`config.mk`:
```
export PLATFORM = sky130hd
export DESIGN_NAME = unary_add_driver_flat
export DESIGN_NICKNAME = d
export VERILOG_FILES = /design/src/rtl/unary_add_pkg.sv /design/src/rtl/unary_add_driver_if.sv /design/src/rtl/unary_pulse_gen.sv /design/src/rtl/unary_add_driver.sv /design/src/flat_wrapper.sv
export SDC_FILE = /design/constraint.sdc
export NUM_CORES = 1
export LEC_CHECK = 0
export BUFFER_PORTS_ARGS = -buffer_cell sky130_fd_sc_hd__clkbuf_2
export CORE_MARGIN = 2
export CORE_UTILIZATION = 51
export DETAILED_ROUTE_END_ITERATION = 10
export GPL_TIMING_DRIVEN = 0
export PLACE_DENSITY = 0.78
export SLEW_MARGIN = 0
export SYNTH_ARGS = -nofsm -noshare
export SYNTH_HDL_FRONTEND = slang
export SYNTH_SLANG_ARGS = --single-unit
```
`constraint.sdc`:
```
create_clock -name clk -period 1.5 [get_ports clk]
set_input_delay 0.15 -clock clk [delete_from_list [all_inputs] [get_ports clk]]
set_output_delay 0.15 -clock clk [all_outputs]
set_load 0.02 [all_outputs]
```
`src/rtl/unary_add_pkg.sv`:
```
// rtl/unary_add_pkg.sv - shared width, state encoding and helpers for the unary adder driver
package unary_add_pkg;

    localparam int W = 3;

    localparam logic [W-1:0] RES_MAX = {W{1'b1}};

    typedef enum logic [2:0] {
        IDLE,
        DRIVE,
        FLUSH,
        DRAIN,
        DONE
    } state_t;

    function automatic logic [W-1:0] max_w(input logic [W-1:0] x, input logic [W-1:0] y);
        return (x > y) ? x : y;
    endfunction

endpackage

```
`src/rtl/unary_add_driver_if.sv`:
```
// rtl/unary_add_driver_if.sv - host and adder-side signal bundle for the unary adder driver
interface unary_add_driver_if
    import unary_add_pkg::*;
();

    logic         start;
    logic [W-1:0] a_val;
    logic [W-1:0] b_val;
    logic         dout;
    logic         C;
    logic         A;
    logic         B;
    logic         en;
    logic         read_or_write;
    logic         busy;
    logic         done;
    logic [W:0]   sum;
    logic         err;

    // Environment view: host request plus the adder's returned pulses.
    modport master (
        output start, a_val, b_val, dout, C,
        input  A, B, en, read_or_write, busy, done, sum, err
    );

    // Driver view.
    modport slave (
        input  start, a_val, b_val, dout, C,
        output A, B, en, read_or_write, busy, done, sum, err
    );

endinterface

```
`src/rtl/unary_pulse_gen.sv`:
```
// rtl/unary_pulse_gen.sv - loads a count and emits that many back-to-back single-cycle pulses
module unary_pulse_gen
    import unary_add_pkg::*;
(
    input  logic         clk,
    input  logic         rst_n,
    input  logic         load,
    input  logic [W-1:0] value,
    output logic         pulse
);

    logic [W-1:0] remaining;

    // The first pulse is issued on the load edge itself, so remaining holds the pulses still owed after it.
    always_ff @(posedge clk or negedge rst_n) begin
        if (!rst_n) begin
            pulse     <= 1'b0;
            remaining <= '0;
        end else if (load) begin
            pulse     <= (value != '0);
            remaining <= (value != '0) ? value - W'(1) : '0;
        end else if (remaining != '0) begin
            pulse     <= 1'b1;
            remaining <= remaining - W'(1);
        end else begin
            pulse     <= 1'b0;
        end
    end

endmodule

```
`src/rtl/unary_add_driver.sv`:
```
// rtl/unary_add_driver.sv - serialises two binary operands into the unary adder and reassembles the sum
module unary_add_driver
    import unary_add_pkg::*;
(
    input  logic               clk,
    input  logic               rst_n,
    unary_add_driver_if.slave  bus
);

    state_t       state;
    logic [W-1:0] drive_cnt;
    logic         flush_cnt;
    logic         drain_first;
    logic         carry;
    logic [W-1:0] residual;
    logic         en_q;
    logic         rw_q;
    logic         busy_q;
    logic         done_q;
    logic         err_q;
    logic [W:0]   sum_q;
    logic         accept;
    logic         a_pulse;
    logic         b_pulse;

    assign accept = (state == IDLE) && bus.start;

    unary_pulse_gen u_gen_a (
        .clk   (clk),
        .rst_n (rst_n),
        .load  (accept),
        .value (bus.a_val),
        .pulse (a_pulse)
    );

    unary_pulse_gen u_gen_b (
        .clk   (clk),
        .rst_n (rst_n),
        .load  (accept),
        .value (bus.b_val),
        .pulse (b_pulse)
    );

    assign bus.A             = a_pulse;
    assign bus.B             = b_pulse;
    assign bus.en            = en_q;
    assign bus.read_or_write = rw_q;
    assign bus.busy          = busy_q;
    assign bus.done          = done_q;
    assign bus.err           = err_q;
    assign bus.sum           = sum_q;

    // Sequencer: drive pulses, let the adder's late carry settle, then count the drained pulses back.
    always_ff @(posedge clk or negedge rst_n) begin
        if (!rst_n) begin
            state       <= IDLE;
            drive_cnt   <= '0;
            flush_cnt   <= 1'b0;
            drain_first <= 1'b0;
            carry       <= 1'b0;
            residual    <= '0;
            en_q        <= 1'b0;
            rw_q        <= 1'b0;
            busy_q      <= 1'b0;
            done_q      <= 1'b0;
            err_q       <= 1'b0;
            sum_q       <= '0;
        end else begin
            case (state)
                IDLE: begin
                    if (bus.start) begin
                        carry     <= 1'b0;
                        residual  <= '0;
                        err_q     <= 1'b0;
                        sum_q     <= '0;
                        busy_q    <= 1'b1;
                        en_q      <= 1'b1;
                        rw_q      <= 1'b0;
                        flush_cnt <= 1'b0;
                        drive_cnt <= max_w(bus.a_val, bus.b_val);
                        if ((bus.a_val == '0) && (bus.b_val == '0)) begin
                            state <= FLUSH;
                        end else begin
                            state <= DRIVE;
                        end
                    end
                end

                DRIVE: begin
                    if (bus.C) begin
                        carry <= 1'b1;
                    end
                    if (drive_cnt <= W'(1)) begin
                        state     <= FLUSH;
                        flush_cnt <= 1'b0;
                    end else begin
                        drive_cnt <= drive_cnt - W'(1);
                    end
                end

                FLUSH: begin
                    if (bus.C) begin
                        carry <= 1'b1;
                    end
                    if (flush_cnt) begin
                        state       <= DRAIN;
                        rw_q        <= 1'b1;
                        drain_first <= 1'b1;
                    end else begin
                        flush_cnt <= 1'b1;
                    end
                end

                DRAIN: begin
                    drain_first <= 1'b0;
                    // The first drain cycle still sees the adder's stale read-phase output.
                    if (!drain_first) begin
                        if (bus.dout && (residual != RES_MAX)) begin
                            residual <= residual + W'(1);
                        end else begin
                            err_q  <= bus.dout;
                            state  <= DONE;
                            en_q   <= 1'b0;
                            rw_q   <= 1'b0;
                            done_q <= 1'b1;
                            sum_q  <= {carry, residual};
                        end
                    end
                end

                DONE: begin
                    done_q <= 1'b0;
                    busy_q <= 1'b0;
                    state  <= IDLE;
                end

                default: begin
                    state <= IDLE;
                end
            endcase
        end
    end

endmodule
```
`src/flat_wrapper.sv`:
```
// flat-port wrapper written by rule: the top's interface ports become plain ports
module unary_add_driver_flat import unary_add_pkg::*;
  (clk, rst_n, bus_start, bus_a_val, bus_b_val, bus_dout, bus_C, bus_A, bus_B, bus_en, bus_read_or_write, bus_busy, bus_done, bus_sum, bus_err);
  unary_add_driver_if bus_i ();
  input  logic clk;
  input  logic rst_n;
  input wire logic [$bits(bus_i.start)-1:0] bus_start;
  input wire logic [$bits(bus_i.a_val)-1:0] bus_a_val;
  input wire logic [$bits(bus_i.b_val)-1:0] bus_b_val;
  input wire logic [$bits(bus_i.dout)-1:0] bus_dout;
  input wire logic [$bits(bus_i.C)-1:0] bus_C;
  output wire logic [$bits(bus_i.A)-1:0] bus_A;
  output wire logic [$bits(bus_i.B)-1:0] bus_B;
  output wire logic [$bits(bus_i.en)-1:0] bus_en;
  output wire logic [$bits(bus_i.read_or_write)-1:0] bus_read_or_write;
  output wire logic [$bits(bus_i.busy)-1:0] bus_busy;
  output wire logic [$bits(bus_i.done)-1:0] bus_done;
  output wire logic [$bits(bus_i.sum)-1:0] bus_sum;
  output wire logic [$bits(bus_i.err)-1:0] bus_err;
  assign bus_i.start = bus_start;
  assign bus_i.a_val = bus_a_val;
  assign bus_i.b_val = bus_b_val;
  assign bus_i.dout = bus_dout;
  assign bus_i.C = bus_C;
  assign bus_A = bus_i.A;
  assign bus_B = bus_i.B;
  assign bus_en = bus_i.en;
  assign bus_read_or_write = bus_i.read_or_write;
  assign bus_busy = bus_i.busy;
  assign bus_done = bus_i.done;
  assign bus_sum = bus_i.sum;
  assign bus_err = bus_i.err;
  unary_add_driver u_core (.clk(clk), .rst_n(rst_n), .bus(bus_i));
endmodule
```
## Word level (Yosys, flattened, before mapping)

Cells that the tools add are included.

| word-level totals | value |
|---|---|
| register bits | 29 |
| input port bits | 11 |
| output and inout port bits | 11 |

| operators by class | value |
|---|---|
| add/sub/neg operators | 6 |
| eq/ne operators | 13 |
| magnitude comparators | 2 |
| reduce and logical (&&, ||, !) cells | 31 |
| mux-type cells | 48 |

Operators with widths:

| operator | count |
|---|---|
| 2-to-1 mux 3 bit | 17 |
| nonzero test 3 bit | 6 |
| nonzero test 2 bit | 8 |
| 2-to-1 mux 1 bit | 15 |
| subtractor 3 x 1 -> 3 bit, second input constant | 5 |
| 2-to-1 mux 4 bit | 3 |
| case mux 1 bit (2 select lines) | 6 |
| case mux 3 bit (2 select lines) | 2 |
| case mux 3 bit (4 select lines) | 1 |
| AND reduction 3 bit | 4 |
| AND reduction 5 bit | 2 |
| logical NOT 3 bit | 3 |
| != test 2 x 1 -> 1 bit, second input constant | 4 |
| != test 2 bit, second input constant | 4 |
| case mux 4 bit (2 select lines) | 1 |
| AND reduction 4 bit | 2 |
| == test 3 x 2 -> 1 bit, second input constant | 2 |
| case mux 1 bit (3 select lines) | 2 |
| AND reduction 2 bit | 2 |
| adder 3 x 1 -> 3 bit, second input constant | 1 |
| == test 3 x 1 -> 1 bit, second input constant | 1 |
| == test 3 bit, second input constant | 1 |
| > comparator 3 bit | 1 |
| <= comparator 3 x 1 -> 1 bit, second input constant | 1 |
| other kinds (4) | 6 |

## Depth between registers and ports, before layout

Gate-level depths: netlist of run 1.

| logic depth | value |
|---|---|
| depth in word-level cells | 5 |
| depth in mapped cells | 7 |
| gate-level depth less buffers | 7 |

## By module

From an unflattened synthesis of run 1, not the netlist that was laid out.

| second synthesis, totals | value |
|---|---|
| cell total of the unflattened synthesis | 181 |
| area, all modules | 1793.0 um2 |

By module, submodules not included:

| module | area an instance (um2) | instances | sequential area each (um2) | cells each |
|---|---|---|---|---|
| unary_add_driver | 1217.4 | 1 | 525.5 | 117 |
| unary_pulse_gen | 287.8 | 2 | 100.1 | 32 |

## Least setup slack after synthesis of run 1

No wires, ideal clock.

| path | value |
|---|---|
| path kind | register -> register |
| start | register u_core.residual[0] |
| end | register u_core.rw_q (netlist: u_core.bus.read_or_write) |
| required time | 1382 ps |
| arrival time | 1406 ps |
| buffers on the path | 0 |
| library setup time | 118 ps |
| slack | -24 ps |
| clock period less this slack | 1524 ps |
| cell stages (with the launch flop) | 8 |
| cells stage by stage | dfrtp_1 -> ha_1 -> ha_1 -> inv_1 -> a21o_1 -> o211ai_2 -> o311ai_0 -> a21o_1 |

| between the ends | value |
|---|---|
| longest elaborated chain between the ends | 4 |

RTL lines:

| what | RTL line | source |
|---|---|---|
| from (decl) | unary_add_driver.sv:15 | `logic [W-1:0] residual;` |
| from (signal assigned) | unary_add_driver.sv:119 | `residual <= residual + W'(1);` |
| != test 3 bit | unary_add_driver.sv:118 | `if (bus.dout && (residual != RES_MAX)) begin` |
| logical AND 1 bit | unary_add_driver.sv:118 |  |
| != test 2 bit (no line) | - |  |
| AND reduction 5 bit (no line) | - |  |
| to (signal assigned) | unary_add_driver.sv:78 | `rw_q <= 1'b0;` |
| to (signal assigned) | unary_add_driver.sv:107 | `rw_q <= 1'b1;` |
| to (signal assigned) | unary_add_driver.sv:124 | `rw_q <= 1'b0;` |
| to (decl) | unary_add_driver.sv:17 | `logic rw_q;` |

No other way between the ends.
A chain may end at the register's enable or synchronous reset.

## Worst setup path after layout of run 1

Same ends and word-level chain as after synthesis.

==> results.ini, run 1 <==
[power]
p_leak_nw = 1.02
p_total_mw = 4.13
switching_power_mw = 1.74
pwr-share-comb = 0.534
power_frac_clock = 0.135
powerDensity_mw_per_mm2 = 1960
ir_drop_uv = 899
swShare = 0.422
sequentialPowerShare = 0.331
p_int_mw = 2.39

[sta]
fmax_mhz = 620
min_period_ns = 1.61
worst_pin_slew_ns = 0.716
rsz0062_at_grt = yes
setup_tns_ns = -0.264
setup_viol = 7
finalHoldViolations = 0
max_slew_margin = 0.523
drv_slew = 0
finalClockSkew_ns = 0.00571
fin_crit_sh = 1.07
fin_ws_ns = -0.112

[logic_synthesis]
synthFlopType = dfrtp_1
synthMuxAreaShare = 0.0176
synth_top_family_by_area = compound AO/OA/AOI/OAI gates
synth_common_cells = 29 x dfrtp_1, 21 x inv_1, 17 x nand2_1, 17 x nor2_1, 15 x ha_1
yosysTopAreaCell = dfrtp_1
syn_nets = 211
yosys.area_share.simple = 0.149
synthXorXnorAreaFrac = 0.0103
synth.avg_cell_area_um2 = 9.23
synth_edf_count = 0
synth_compound_area_frac = 0.216
netlist.area_leader.share = 0.425
ys_warn_count = 0
synth_cells = 185
synth-seq-area-share = 0.425
synth_seq_cells = 29
synth_area_mm2 = 0.00171
yosys.cell_count.top_type = dfrtp_1
synth.distinct_cells = 40
synth.top_cells.by_area = dfrtp_1 43%, ha_1 11%, inv_1 4.6%
synth_fa_ha_area_frac = 0.110
synth-async-reset-ratio = 1.00

[clock_tree]
cts_max_level = 2
cts.sinks = 29
cts_buffers = 5
root_buffer = clkbuf_4
clk_path_buf_depth = 2
clock_latency_ns = 0.34
path_clk_slew_ns = 0.10
cts_tree = done

[worst_setup_path]
cp-start-kind = flop
r2r_start = u_core.residual[0]
slowest_delay_ns = 0.37
crit_arrival_ns = 1.85
crit_slowest_cell = dfrtp_1
cp.required_ns = 1.74
criticalPathCategory = flop to flop
path_max_fanout = 3
worstSetupStartpoint = u_core.residual[0]
end_kind = flop
cpMostUsedCell = a21o_1
crit_chain = ha_2 > ha_4 > inv_2 > a21o_1 > o211ai_2 > o311ai_2 > a21o_1

[route]
first_pass_iters = 4
wirelength_mm = 3.85
drc = 0
via_per_inst = 5.45
ant_nets = 0
wire_per_inst_um = 14.1
vias = 1488
drt_iter0_markers = 117

[die]
start_util = 0.520
design.core.area_mm2 = 0.00328
die_area_mm2 = 0.00382
die_w_um = 61.8
ios = 22
rows = 21
die_h_um = 61.8

[placed_design]
dpl-instance-area_mm2 = 0.00187
dp_hpwl_mm = 2.51
numPortBuffers = 21
place_congestion = 0.787
pre_cts_ws_ns = -0.107

[global_route]
grt_usage = 0.218
grt_pass1_wl_mm = 5.91
first_global_vias = 1379
grt_max_degree = 30
overflow = 0
antenna_found_initial = 0

[finish]
multiInputGateArea_um2 = 923
postLayoutCellArea_mm2 = 0.00211
syn2layout_area_growth_pct = 23.8
diodes = 0
fillers = 283
seq_area_um2 = 727
nNetsFinal = 252
drive_gt1_frac = 0.291
finish.utilization = 0.643

[status]
violations = negative setup slack
status = finished with violations

[flow_run]
drv_cap = 0

[min_path]
hold_class = primary input to flop
hp-start = bus_a_val[0]

## layer usage
metal  GRT usage  share of wire  up-vias
li1            -              -      725
met1       0.254           0.44      717
met2       0.352           0.49       38
met3      0.0683          0.039        8
met4       0.131          0.021        0
met5           0              0        -
## worst max-delay path: cells and delay by family, from the launching register on
family                     cells  cell delay (ns)
buffers and inverters          1             0.03
AOI/OAI and AO/OA              4             0.75
adders and majority gates      2             0.36
DFF                            1             0.37
## flip-flops by register name, indices dropped and copies added, names as in the netlist, 3 cells and up
name                      count
u_core.bus.sum                4
u_core.u_gen_a.remaining      3
u_core.residual               3
u_core.u_gen_b.remaining      3
u_core.state                  3
u_core.drive_cnt              3
## logic make-up after synthesis
family	after synthesis
xor+xnor	2
compound gates	55
buf+inv	27
simple gates	54
fa+ha+maj	15
flops	29
mux	3
## worst paths after layout
kind | cells past startpoint | slack [ns] | to
setup / recovery | 7 | -0.11 | u_core.bus.read_or_write
max in group asynchronous | 2 | 0.61 | u_core.state[1]
hold reg to reg | 2 | 0.50 | u_core.bus.err
min in group asynchronous | 2 | 0.39 | u_core.flush_cnt
hold / removal | 2 | 0.03 | u_core.u_gen_a.remaining[0]
setup reg to reg | 7 | -0.11 | u_core.bus.read_or_write
## cell usage in the layout (no fill, tap or decap), types with 3 or more instances in the layout
| cell type | n |
|---|---|
| a31oi_1 | 3 |
| nand3_1 | 3 |
| o21ai_1 | 5 |
| mux2i_1 | 3 |
| clkbuf_4 | 5 |
| o21ai_0 | 10 |
| a21oi_1 | 11 |
| nand3_2 | 3 |
| buf_4 | 13 |
| dfrtp_1 | 28 |
| o21a_1 | 5 |
| nand2_1 | 17 |
| nor2_1 | 16 |
| inv_1 | 20 |
| buf_6 | 3 |
| ha_1 | 13 |
| a22o_1 | 4 |
| clkbuf_2 | 21 |
## power groups by stage
stage,Clock [mW],Combinational [mW],Sequential [mW]
after global routing,0.606,2.48,1.41
after global placement,0,1.78,1.34
after detailed placement,0,1.85,1.36
after CTS,0.564,1.97,1.34
after floorplan,0,1.30,1.44
final,0.558,2.21,1.37
## stage by stage
| step | instances | hold slack [ns] |
|---|---|---|
| finish | 273 | 0.0328 |
| global placement | 252 | 0.240 |
| detailed placement | 252 | 0.240 |
| floorplan | 185 | -0.146 |
| global route | 273 | 0.0295 |
| CTS | 264 | 0.0296 |
## what timing repair did
action,CTS,global route
pin swaps,2,5
hold buffers,1,0
setup endpoints to repair,23,24
hold endpoints to repair,29,0
gates cloned,0,1
setup buffers,3,8
gates resized for setup,6,17
## area by class of cell
| class | instances | area share |
|---|---|---|
| Buffer | 6 | 0.0255 |
| Clock buffer | 7 | 0.0308 |
| Clock inverter | 1 | 0.00237 |
| Inverter | 21 | 0.0373 |
| Multi-Input combinational cell | 129 | 0.437 |
| Sequential cell | 29 | 0.344 |
| Tap cell | 46 | 0.0272 |
| Timing Repair Buffer | 34 | 0.0959 |
(Power assumes the default switching activity.)
==> run 2, diff against run 1 <==
--- a/config.mk
+++ b/config.mk
@@ -6,8 +6,10 @@
 export NUM_CORES = 1
 export LEC_CHECK = 0
 export BUFFER_PORTS_ARGS = -buffer_cell sky130_fd_sc_hd__clkbuf_2
+export CELL_PAD_IN_SITES_DETAIL_PLACEMENT = 0
+export CELL_PAD_IN_SITES_GLOBAL_PLACEMENT = 2
 export CORE_MARGIN = 2
-export CORE_UTILIZATION = 51
+export CORE_UTILIZATION = 32
 export DETAILED_ROUTE_END_ITERATION = 10
 export GPL_TIMING_DRIVEN = 0
 export PLACE_DENSITY = 0.78
==> run 2 against run 1 <==
The flow still finishes with violations (negative setup slack). Critical path depth stayed put. Combinational power is 9.5% lower. Clock skew is 0.00054 ns lower. Via count is 7.9% lower. Global-route usage is 7.6 points lower. Worst hold slack better by 0.063 ns. Critical path type unchanged. Critical endpoint unchanged.
==> results.ini, run 2 (same netlist as run 1, synthesis figures left out) <==
[worst_setup_path]
crit_end = u_core.bus.read_or_write  ; unchanged
path_max_fanout = 3  ; unchanged
worstSetupStartpoint = u_core.residual[0]  ; unchanged
ff2ff_path_depth = 7  ; unchanged
reg2reg_to = u_core.bus.read_or_write  ; unchanged
cp.required_ns = 1.67  ; was 1.74 ns
r2r_start = u_core.residual[0]  ; unchanged
r2r_slack_ns = -0.08  ; was -0.11 ns
crit_arrival_ns = 1.75  ; was 1.85 ns
end_kind = flop  ; unchanged
criticalPathCategory = flop to flop  ; unchanged
cp-start-kind = flop  ; unchanged

[finish]
diodes = 0  ; unchanged
final_common_cell = dfrtp_1  ; unchanged
layout_common_cells = 29 x dfrtp_1, 21 x clkbuf_2, 20 x inv_1, 17 x nand2_1, 16 x nor2_1  ; was 28 x dfrtp_1, 21 x clkbuf_2, 20 x inv_1, 17 x nand2_1, 16 x nor2_1
fillers = 548  ; was 283
largest_register_ffs = 4  ; unchanged
postLayoutCellArea_mm2 = 0.00207  ; was 0.00211 mm2
nNetsFinal = 242  ; was 252
drive_gt1_frac = 0.240  ; was 0.291
syn2layout_area_growth_pct = 21.0  ; was 23.8%
finish.utilization = 0.402  ; was 0.643
fin_cells = 287  ; was 273

[placed_design]
place_congestion = 0.692  ; was 0.787
pre_cts_ws_ns = -0.154  ; was -0.107 ns
dpl-instance-area_mm2 = 0.00190  ; was 0.00187 mm2
numPortBuffers = 21  ; unchanged
placed_cells = 276  ; was 252
dp_hpwl_mm = 2.65  ; was 2.51 mm

[global_route]
grt_max_degree = 30  ; unchanged
first_global_vias = 1362  ; was 1379
grt_usage = 0.142  ; was 0.218
antenna_found_initial = 0  ; unchanged
overflow = 0  ; unchanged
grt_pass1_wl_mm = 6.64  ; was 5.91 mm

[sta]
worst_pin_slew_ns = 0.744  ; was 0.716 ns
fin_crit_sh = 1.05  ; was 1.07
rsz0062_at_grt = yes  ; unchanged
holdWs_ns = 0.0958  ; was 0.0328 ns
finalClockSkew_ns = 0.00518  ; was 0.00571 ns
setup_viol = 3  ; was 7
min_period_ns = 1.58  ; was 1.61 ns
max_slew_margin = 0.504  ; was 0.523
finalHoldViolations = 0  ; unchanged
fmax_mhz = 632  ; was 620 MHz
fin_ws_ns = -0.0814  ; was -0.112 ns
drv_slew = 0  ; unchanged
setup_tns_ns = -0.103  ; was -0.264 ns

[route]
drt_iter0_markers = 63  ; was 117
via_per_inst = 4.77  ; was 5.45
first_pass_iters = 4  ; unchanged
wirelength_mm = 3.69  ; was 3.85 mm
vias = 1370  ; was 1488
ant_nets = 0  ; unchanged
wire_per_inst_um = 12.9  ; was 14.1 um
drc = 0  ; unchanged

[power]
p_total_mw = 3.98  ; was 4.13 mW
p_leak_nw = 0.975  ; was 1.02 nW
ir_drop_uv = 484  ; was 899 uV
powerDensity_mw_per_mm2 = 1930  ; was 1960 mW/mm2

[die]
die_h_um = 77.0  ; was 61.8 um
ios = 22  ; unchanged
die_w_um = 77.0  ; was 61.8 um
start_util = 0.332  ; was 0.520
die_area_mm2 = 0.00593  ; was 0.00382 mm2
design.core.area_mm2 = 0.00514  ; was 0.00328 mm2
rows = 26  ; was 21

[flow_run]
drv_cap = 0  ; unchanged

[clock_tree]
cts_max_level = 2  ; unchanged
cts_buffers = 5  ; unchanged
clock_latency_ns = 0.28  ; was 0.34 ns
clk_path_buf_depth = 2  ; unchanged
cts.sinks = 29  ; unchanged
path_clk_slew_ns = 0.07  ; was 0.10 ns
cts_tree = done  ; unchanged
root_buffer = clkbuf_8  ; was clkbuf_4

[min_path]
hold_class = primary input to flop  ; unchanged
hp-start = bus_a_val[0]  ; unchanged

[status]
status = finished with violations  ; unchanged
violations = negative setup slack  ; unchanged

## run 2: repair_timing
item,in CTS,in global routing
hold buffers,1,0
setup endpoints to repair,24,24
hold endpoints to repair,29,0
resized for setup,9,8
pin swaps,7,4
buffers inserted,2,0
## run 2: worst min path at each step
| stage | endpoint | slack [ns] | cells past startpoint |
|---|---|---|---|
| final | u_core.u_gen_a.remaining[0] | 0.1 | 2 |
| after global routing | u_core.u_gen_a.remaining[0] | 0.1 | 2 |
| after CTS | u_core.u_gen_a.remaining[0] | 0.09 | 2 |
| after detailed placement | u_core.bus.en | 0.27 | 1 |
| after global placement | u_core.u_gen_a.remaining[2] | 0.26 | 1 |
| after floorplan | u_core.bus.busy | -0.15 | 0 |
## run 2: worst max-delay path: stages, from the launching register on
cell,delay [ns]
dfrtp_1,0.37
ha_2,0.20
ha_4,0.14
inv_2,0.03
a21o_1,0.18
o211ai_2,0.20
o311ai_2,0.16
a21o_1,0.18
## run 2: area by class of cell
cell class                      count  area (um2)  area share
Buffer                              6        51.3      0.0248
Clock buffer                        6        72.6      0.0351
Clock inverter                      2        10.0     0.00485
Inverter                           21        78.8      0.0382
Multi-Input combinational cell    129         910       0.440
Sequential cell                    29         726       0.351
Tap cell                           70        87.6      0.0424
Timing Repair Buffer               24         130      0.0630
## run 2: power by group
part           internal [mW]  leakage, nW  switching [mW]
combinational          0.876        0.582            1.12
clock                  0.321       0.0450           0.308
sequential              1.13        0.348           0.226
total                   2.32        0.975            1.66
## run 2: routing by layer
layer	routed length, um	share of wire	track usage	vias up
li1	-	-	-	706
met1	1810	0.49	0.187	635
met2	1680	0.45	0.218	23
met3	127	0.034	0.0365	6
met4	78	0.021	0.0643	0
met5	0	0	0	-
==> run 3, diff against run 2 <==
--- a/config.mk
+++ b/config.mk
@@ -12,6 +12,7 @@
 export CORE_UTILIZATION = 32
 export DETAILED_ROUTE_END_ITERATION = 10
 export GPL_TIMING_DRIVEN = 0
+export MAX_ROUTING_LAYER = met4
 export PLACE_DENSITY = 0.78
 export SLEW_MARGIN = 0
 export SYNTH_ARGS = -nofsm -noshare
==> run 3 against run 2 <==
The flow still finishes with violations (negative setup slack). Cell count unchanged. Core utilization unchanged. Wire length about the same. First-iteration DRC count increased by 7.9%. Register-to-register slack about the same. Worst hold slack about the same. Sequential share of layout area unchanged. Sequential power about the same. Worst setup slack about the same. Critical path type unchanged. Largest cell class unchanged.
==> results.ini, run 3 (same netlist as run 1, synthesis figures left out) <==
[status]
status = finished with violations  ; unchanged
violations = negative setup slack  ; unchanged

[clock_tree]
cts_buffers = 5  ; unchanged
cts_tree = done  ; unchanged
path_clk_slew_ns = 0.07  ; about the same
cts.sinks = 29  ; unchanged
clock_latency_ns = 0.28  ; about the same
root_buffer = clkbuf_8  ; unchanged
clk_path_buf_depth = 2  ; unchanged
cts_max_level = 2  ; unchanged

[die]
die_w_um = 77.0  ; unchanged
rows = 26  ; unchanged
start_util = 0.332  ; unchanged
die_h_um = 77.0  ; unchanged
ios = 22  ; unchanged
design.core.area_mm2 = 0.00514  ; unchanged
die_area_mm2 = 0.00593  ; unchanged

[finish]
fin_cells = 287  ; unchanged
drive_gt1_frac = 0.240  ; unchanged
finish.utilization = 0.402  ; unchanged
largest_register_ffs = 4  ; unchanged
diodes = 0  ; unchanged
nNetsFinal = 242  ; unchanged
final_common_cell = dfrtp_1  ; unchanged
syn2layout_area_growth_pct = 21.0  ; unchanged
fillers = 548  ; unchanged
postLayoutCellArea_mm2 = 0.00207  ; unchanged
layout_common_cells = 29 x dfrtp_1, 21 x clkbuf_2, 20 x inv_1, 17 x nand2_1, 16 x nor2_1  ; unchanged

[sta]
finalHoldViolations = 0  ; unchanged
min_period_ns = 1.58  ; about the same
fin_crit_sh = 1.05  ; about the same
max_slew_margin = 0.504  ; about the same
worst_pin_slew_ns = 0.744  ; about the same
drv_slew = 0  ; unchanged
finalClockSkew_ns = 0.00518  ; about the same
fmax_mhz = 632  ; about the same
rsz0062_at_grt = yes  ; unchanged
setup_viol = 3  ; unchanged
fin_ws_ns = -0.0814  ; about the same

[worst_setup_path]
criticalPathCategory = flop to flop  ; unchanged
cp.required_ns = 1.67  ; about the same
path_max_fanout = 3  ; unchanged
worstSetupStartpoint = u_core.residual[0]  ; unchanged
crit_chain = ha_2 > ha_4 > inv_2 > a21o_1 > o211ai_2 > o311ai_2 > a21o_1  ; unchanged
worst-path-buf-inv = 1  ; unchanged
slowest_delay_ns = 0.37  ; about the same
end_kind = flop  ; unchanged
crit_arrival_ns = 1.75  ; about the same
r2r_start = u_core.residual[0]  ; unchanged
cp-start-kind = flop  ; unchanged
cp_top_family = compound AO/OA/AOI/OAI gates  ; unchanged
cpMostUsedCell = a21o_1  ; unchanged
crit_slowest_cell = dfrtp_1  ; unchanged

[route]
wirelength_mm = 3.69  ; about the same
ant_nets = 0  ; unchanged
first_pass_iters = 4  ; unchanged
via_per_inst = 4.78  ; was 4.77
drt_iter0_markers = 68  ; was 63
drc = 0  ; unchanged
wire_per_inst_um = 12.9  ; about the same
vias = 1372  ; was 1370

[min_path]
hold_class = primary input to flop  ; unchanged
hp-start = bus_a_val[0]  ; unchanged

[power]
p_total_mw = 3.98  ; about the same
powerDensity_mw_per_mm2 = 1930  ; about the same
p_leak_nw = 0.975  ; unchanged
ir_drop_uv = 484  ; about the same

[global_route]
grt_pass1_wl_mm = 6.64  ; unchanged
grt_max_degree = 30  ; unchanged
first_global_vias = 1362  ; unchanged
overflow = 0  ; unchanged
antenna_found_initial = 0  ; unchanged
grt_usage = 0.146  ; was 0.142

[flow_run]
drv_cap = 0  ; unchanged

[placed_design]
dp_hpwl_mm = 2.65  ; unchanged
dpl-instance-area_mm2 = 0.00190  ; unchanged
place_congestion = 0.699  ; was 0.692
numPortBuffers = 21  ; unchanged
placed_cells = 276  ; unchanged

run 3: cell counts in the layout (fill, tap and decap cells not counted):
No cell type changed its count.
run 3: report_power, final:
part	switching (mW)	internal, mW
clock	0.308	0.321
combinational	1.12	0.876
sequential	0.226	1.13
total	1.66	2.32
run 3: through the flow:
stage | setup TNS (ns) | hold WS, ns | worst slack, ns
global route | -0.743 | 0.0986 | -0.131
CTS | -0.249 | 0.0926 | -0.122
finish | -0.103 | 0.0956 | -0.0814
floorplan | 0 | -0.146 | 0.0245
detailed placement | -2.11 | 0.265 | -0.154
global placement | -2.09 | 0.264 | -0.170
run 3: path summary, 6_finish.rpt:
kind                            depth (start not counted)  slack, ns                           to
worst min register to register                          2       0.48               u_core.bus.err
worst max register to register                          7      -0.08     u_core.bus.read_or_write
min in group asynchronous                               2       0.46                u_core.bus.en
worst max-delay path                                    7      -0.08     u_core.bus.read_or_write
max in group asynchronous                               2       0.56              u_core.state[0]
worst min-delay path                                    2        0.1  u_core.u_gen_a.remaining[0]
run 3: what timing repair did:
action	CTS	global route
endpoints found under the setup margin	24	24
gates resized for setup	9	8
pin swaps	7	4
cloned	0	0
buffers inserted	2	0
hold buffers	1	0
endpoints found under the hold margin	29	0
run 3: cell type report:
| class | count | area (um2) | area share |
|---|---|---|---|
| Multi-Input combinational cell | 129 | 910 | 0.440 |
| Clock buffer | 6 | 72.6 | 0.0351 |
| Buffer | 6 | 51.3 | 0.0248 |
| Sequential cell | 29 | 726 | 0.351 |
| Inverter | 21 | 78.8 | 0.0382 |
| Tap cell | 70 | 87.6 | 0.0424 |
| Clock inverter | 2 | 10.0 | 0.00485 |
| Timing Repair Buffer | 24 | 130 | 0.0630 |
run 3: layer usage:
layer / vias up / routed length, um / global-route usage
met4: 0 / 65 / 0.0643
met3: 6 / 127 / 0.0365
met1: 635 / 1820 / 0.187
li1: 706 / - / -
met2: 25 / 1680 / 0.218
met5: - / 0 / -
